[src/rtl/stopwatch_ctrl.sv]
// Stopwatch controller: MM:SS BCD count (00:00-59:59) with a built-in
// one-second prescaler, IDLE/RUN/PAUSE sequencing from one-cycle button
// pulses, and a lap function that freezes the display while counting goes on.
module stopwatch_ctrl #(
    parameter int CLK_FREQ = 50_000_000,
    parameter int PW       = 26
) (
    input  logic       sys_clk,
    input  logic       sys_rst_n,
    input  logic       start_stop,
    input  logic       clear,
    input  logic       lap,
    output logic [3:0] sec_lo,
    output logic [3:0] sec_hi,
    output logic [3:0] min_lo,
    output logic [3:0] min_hi,
    output logic       running,
    output logic       lap_active,
    output logic       tick_1hz,
    output logic       overflow
);

    typedef enum logic [1:0] {
        IDLE  = 2'd0,
        RUN   = 2'd1,
        PAUSE = 2'd2
    } state_t;

    localparam logic [PW-1:0] PRESC_MAX = PW'(CLK_FREQ - 1);

    // Counts are packed as {min_hi, min_lo, sec_hi, sec_lo}.
    state_t        state_q, state_d;
    logic [PW-1:0] presc_q, presc_d;
    logic [15:0]   live_q, live_d;
    logic [15:0]   disp_q, disp_d;
    logic          running_q, running_d;
    logic          lap_active_q, lap_active_d;
    logic          tick_q, tick_d;
    logic          overflow_q, overflow_d;

    // Next-state logic: button handling, prescaler, digit cascade and display select.
    always_comb begin
        state_d      = state_q;
        presc_d      = presc_q;
        live_d       = live_q;
        lap_active_d = lap_active_q;
        tick_d       = 1'b0;
        overflow_d   = 1'b0;

        if (clear) begin
            state_d      = IDLE;
            presc_d      = '0;
            live_d       = '0;
            lap_active_d = 1'b0;
        end else begin
            case (state_q)
                IDLE: begin
                    presc_d = '0;
                    if (start_stop) begin
                        state_d = RUN;
                    end
                end
                RUN: begin
                    if (presc_q == PRESC_MAX) begin
                        presc_d = '0;
                        tick_d  = 1'b1;
                        if (live_q[3:0] != 4'd9) begin
                            live_d[3:0] = live_q[3:0] + 4'd1;
                        end else begin
                            live_d[3:0] = 4'd0;
                            if (live_q[7:4] != 4'd5) begin
                                live_d[7:4] = live_q[7:4] + 4'd1;
                            end else begin
                                live_d[7:4] = 4'd0;
                                if (live_q[11:8] != 4'd9) begin
                                    live_d[11:8] = live_q[11:8] + 4'd1;
                                end else begin
                                    live_d[11:8] = 4'd0;
                                    if (live_q[15:12] != 4'd5) begin
                                        live_d[15:12] = live_q[15:12] + 4'd1;
                                    end else begin
                                        live_d[15:12] = 4'd0;
                                        overflow_d    = 1'b1;
                                    end
                                end
                            end
                        end
                    end else begin
                        presc_d = presc_q + 1'b1;
                    end
                    if (start_stop) begin
                        state_d = PAUSE;
                    end
                    if (lap) begin
                        lap_active_d = ~lap_active_q;
                    end
                end
                PAUSE: begin
                    if (start_stop) begin
                        state_d = RUN;
                    end
                end
                default: begin
                    state_d = IDLE;
                    presc_d = '0;
                end
            endcase
        end

        // A fresh capture takes the post-edge live value; a held lap keeps the old display.
        if (!lap_active_d || !lap_active_q) begin
            disp_d = live_d;
        end else begin
            disp_d = disp_q;
        end

        running_d = (state_d == RUN);
    end

    // State and output registers with asynchronous active-low reset.
    always_ff @(posedge sys_clk or negedge sys_rst_n) begin
        if (!sys_rst_n) begin
            state_q      <= IDLE;
            presc_q      <= '0;
            live_q       <= '0;
            disp_q       <= '0;
            running_q    <= 1'b0;
            lap_active_q <= 1'b0;
            tick_q       <= 1'b0;
            overflow_q   <= 1'b0;
        end else begin
            state_q      <= state_d;
            presc_q      <= presc_d;
            live_q       <= live_d;
            disp_q       <= disp_d;
            running_q    <= running_d;
            lap_active_q <= lap_active_d;
            tick_q       <= tick_d;
            overflow_q   <= overflow_d;
        end
    end

    assign sec_lo     = disp_q[3:0];
    assign sec_hi     = disp_q[7:4];
    assign min_lo     = disp_q[11:8];
    assign min_hi     = disp_q[15:12];
    assign running    = running_q;
    assign lap_active = lap_active_q;
    assign tick_1hz   = tick_q;
    assign overflow   = overflow_q;

endmodule

[config.mk]
export PLATFORM = sky130hd
export DESIGN_NAME = stopwatch_ctrl
export DESIGN_NICKNAME = d
export VERILOG_FILES = /design/src/rtl/stopwatch_ctrl.sv
export SDC_FILE = /design/constraint.sdc
export NUM_CORES = 1
export LEC_CHECK = 0
export BUFFER_PORTS_ARGS = -buffer_cell sky130_fd_sc_hd__buf_2
export CAP_MARGIN = 20
export CORE_MARGIN = 4
export CORE_UTILIZATION = 55
export DETAILED_ROUTE_END_ITERATION = 7
export PLACE_DENSITY = 0.71
export SLEW_MARGIN = 20
export SYNTH_ARGS = -nofsm -noshare
export SYNTH_HDL_FRONTEND = slang
export SYNTH_SLANG_ARGS = --single-unit
[constraint.sdc]
create_clock -name sys_clk -period 5.3 [get_ports sys_clk]
set_input_delay 0.795 -clock sys_clk [delete_from_list [all_inputs] [get_ports sys_clk]]
set_output_delay 0.795 -clock sys_clk [all_outputs]
set_load 0.01 [all_outputs]
# == Word level (Yosys, flattened, before mapping) ==
# Index checks and enable logic that the tools add are counted.
# op_classes
addsub,5
mux,30
n_eq_ne,9
reduce_logical,5
n_bitwise,1
# op_table
operator,count
two-way mux 26 bit,2
one-hot mux 26 bit (2 select lines),1
two-way mux 16 bit,3
"adder 26 x 1 -> 26 bit, second input constant",1
"equality test 26 bit, second input constant",1
two-way mux 4 bit,5
"adder 4 x 1 -> 4 bit, second input constant",4
two-way mux 1 bit,13
two-way mux 12 bit,1
two-way mux 8 bit,1
"!= test 4 x 3 -> 1 bit, second input constant",2
"!= test 4 bit, second input constant",2
two-way mux 2 bit,3
"equality test 2 x 1 -> 1 bit, second input constant",2
one-hot mux 2 bit (2 select lines),1
"equality test 2 bit, second input constant",1
logical NOT 1 bit,2
logical NOT 2 bit,1
"!= test 2 bit, second input constant",1
OR reduction 2 bit,1
logical OR 1 bit,1
NOT 1 bit,1
# totals
inputBits,5
regBits,64
out_inout_bits,20

# == Logic depth before layout (Yosys ltp) ==
# logic_depth
depth_word,8
mapped_depth,7
mapped_depth_nobuf,7

# == Worst setup path before layout ==
# Ideal clock, no wire load.
# synth_path
kind,input to register
from,input port clear
to,register disp_q[3]
setup_slack_ps,3055
cell_stages,6
arrival_ps,2113
required_time_ps,5168
path_buffers,2
path_cell_list,clkbuf_1 or2b_2 a21oi_1 or2_2 clkbuf_1 o21ai_0
# synth_between
elab_chain_cells,3
# synth_lines
item,line_no,rtl
start: declaration,11,"input logic clear,"
two-way mux 1 bit,50,if (clear) begin
logical NOT 1 bit,111,if (!lap_active_d || !lap_active_q) begin
logical OR 1 bit,111,
end signal: assignment,135,disp_q <= disp_d;
end: declaration,35,"logic [15:0] disp_q, disp_d;"
# Parallel ways exist; a longest one is shown, timed or not.
# A chain may end at the register's enable or synchronous reset.

# == Worst setup path after layout ==
# layout_path
from,register presc_q[16]
to,register presc_q[4]
# layout_between
elab_chain_cells,4
# layout_lines
item,line_no,rtl
start: declaration,33,"logic [PW-1:0] presc_q, presc_d;"
start signal: assignment,133,presc_q <= presc_d;
equality test 26 bit,64,if (presc_q == PRESC_MAX) begin
two-way mux 26 bit,64,
one-hot mux 26 bit (2 select lines),56,case (state_q)
two-way mux 26 bit,50,
# No other way between the ends.

==> results.cfg <==
[logic_synthesis]
syn-mean-instance-area_sq_um = 9.43
ys_seq_area_frac = 0.460
synth_top_cells_by_count = 64 x dfrtp_1, 41 x nor2_1, 26 x nand2_1
synthArstFlopShare = 1.00
yosys.area.top_type = dfrtp_1
ys_dominant_reg_cell = dfrtp_1
synth_area_sq_um = 3480
synth-seq-cells = 64
yosysWarnings = 0
synth.most_common_cell = dfrtp_1
postSynthCellCount = 369
synth_top_area_share = 0.460
ys_types = 54
synth_edf_count = 0
synth_area_leaders = dfrtp_1 46%, nor2_1 4.4%, mux2i_1 3.7%, o21ai_0 3.2%, nand4_1 2.9%
synth_nets = 381

[critical_path]
critPathLaunch = presc_q[16]
cp_top_family = simple AND/OR/NAND/NOR gates
cp_num_buf_inv = 0
worstSetupPathType = reg2reg
rr_startpoint = presc_q[16]
reg2reg_setup_slack_ps = 2610
worstRegToRegCells = 5
cp_num_cells = 5
worstSetupStartpointType = register
cp_data_arrival_time_ps = 2910
slowest_delay_ps = 600
cp_cell_sequence = or4b_4, nor4_4, a21o_1, o21ai_0, a22o_1
timing.rr.end = presc_q[4]
slowest_stage = nor4_4
crit_end = presc_q[4]
cp-end-kind = register
crit_fanout = 16
crit_required_ps = 5520

[pwr]
p_per_area_nw_per_um2 = 237
p_leak_uw = 0.00174
ir_drop_uv = 165

[placement]
dp.final_hpwl_microns = 5210
dpl_cell_area_sq_um = 3620
place.gp.congestion = 0.829
dp.cells = 452
port-buffer-count = 24

[finish]
postLayoutCellArea_sq_um = 3800
instances_no_fill = 466
n_antenna_cell = 0
nets = 401
drive_gt1_frac = 0.156
nFillCells = 544
syn_to_final_growth_pct = 9.14

[sta]
slew_headroom = 0.438
finalHoldViolCount = 0
setup_viol = 0
fmax_mhz = 372
grt_setup_unrepaired = false
worst_slew_pin_slew_ps = 835
skew_ps = 5.88
post-route-period-util = 0.508
tns_ps = 0
hold_ws_ps = 477
slew_violations = 0
finalCriticalPeriod_ps = 2690

[floorplanning]
rows = 28
core_sq_um = 6030
dieHeight_microns = 87.5
die_area_sq_um = 7660
ios = 25
start_util = 0.577
die_x_microns = 87.5

[global_routing]
antenna_found_initial = 0
grtUsageTotal = 0.225
grt_first_pass_wirelength_microns = 13300
grt_overflow = 0
grt_start_max_net_pins = 65
grt_pass1_vias = 2638

[drt]
wl_microns = 7750
wl_per_cell_microns = 16.6
vias = 2865
route.detailed.drc = 0
drtPass1Iterations = 5
via_per_inst = 6.15
drt_first_iter_violations = 217
ant_nets = 0

[clocking]
ctsHoldBuffers = 0
cts.sinks = 64
clockRootBuffer = clkbuf_8
cts_made_buffers = 9
postCtsSetupBuffers = 0
cts.repair.resized = 0
cts_tree = done
cts-htree-levels = 3
clk_latency_ps = 330
clock_path_buffers = 2
clk_pin_slew_worst_paths_ps = 60

[job]
cap_viol_max_count = 0

[outcome]
status = finished, final reports clean

[min_path]
min_path_type = reg2reg
layout make-up:
type	count	area, sq um	area share
clock buffers	12	155	0.0409
clock inverters	1	5.00	0.00132
inverters	11	41.3	0.0109
multi-input cells	274	1740	0.459
flip-flops and latches	64	1600	0.422
well taps	75	93.8	0.0247
repair buffers	29	155	0.0409
worst min-delay path by stage:
stage	cells past startpoint	start	slack, ps	end
floorplan	1	presc_q[23]	470	presc_q[23]
global placement	2	disp_q[9]	460	disp_q[9]
detailed placement	2	disp_q[15]	470	disp_q[15]
CTS	2	disp_q[15]	480	disp_q[15]
global route	2	disp_q[1]	500	disp_q[1]
finish	2	disp_q[5]	480	disp_q[5]
cells in the final DEF (no fill, tap or decap), drive strengths merged, types with 4 or more instances in the layout:
master	n
xnor2	4
and3	8
buf	28
a31oi	14
clkbuf	13
dfrtp	64
nor3	10
or3	7
nand2	26
o21ai	22
nand4	17
nor2b	5
mux2i	13
nor4	6
a22o	7
nand3	19
inv	11
ha	7
a21o	12
nor2	41
a21oi	17
per-layer routing:
layer | part of all wire | global-route usage | up-vias
met5 | 0 | 0 | -
met4 | 0.013 | 0.0753 | 0
met3 | 0.052 | 0.0426 | 9
met2 | 0.43 | 0.316 | 79
met1 | 0.50 | 0.347 | 1390
li1 | - | - | 1387
power breakdown:
group / switching, uW / leakage, uW / internal, uW
registers: 2.91 / 0.000891 / 491
clock network: 172 / 0.0000842 / 187
logic: 33.1 / 0.000765 / 13.1
sequential cells by signal (all words and copies together) (netlist names):
signal and flops:
running 1, presc_q 26, live_q 16, state_q 2
disp_q 16, lap_active 1, overflow 1, tick_1hz 1
through the flow:
step / setup WS, ps / total power (uW) / utilization
2_1_floorplan: 3050 / 531 / -
3_3_place_gp: 2720 / 549 / 0.602
3_5_place_dp: 2620 / 550 / 0.602
4_1_cts: 2600 / 910 / 0.628
5_1_grt: 2460 / 941 / 0.630
6_report: 2610 / 899 / 0.630
worst reg2reg max path, cell delays in order, from the launching register on:
cell and delay [ps]:
dfrtp_1 440, or4b_4 580, nor4_4 600, a21o_1 530, o21ai_0 160, a22o_1 260
cells by family after synthesis:
kind of cell | synth area share
AOI/OAI and AO/OA | 0.153
xor gates and xnor gates | 0.0151
adders and majority gates | 0.0252
buffers and inverters | 0.0410
DFF | 0.460
muxes | 0.0406
and+or+nand+nor | 0.265
No activity file was read; power rests on OpenSTA's default activity.
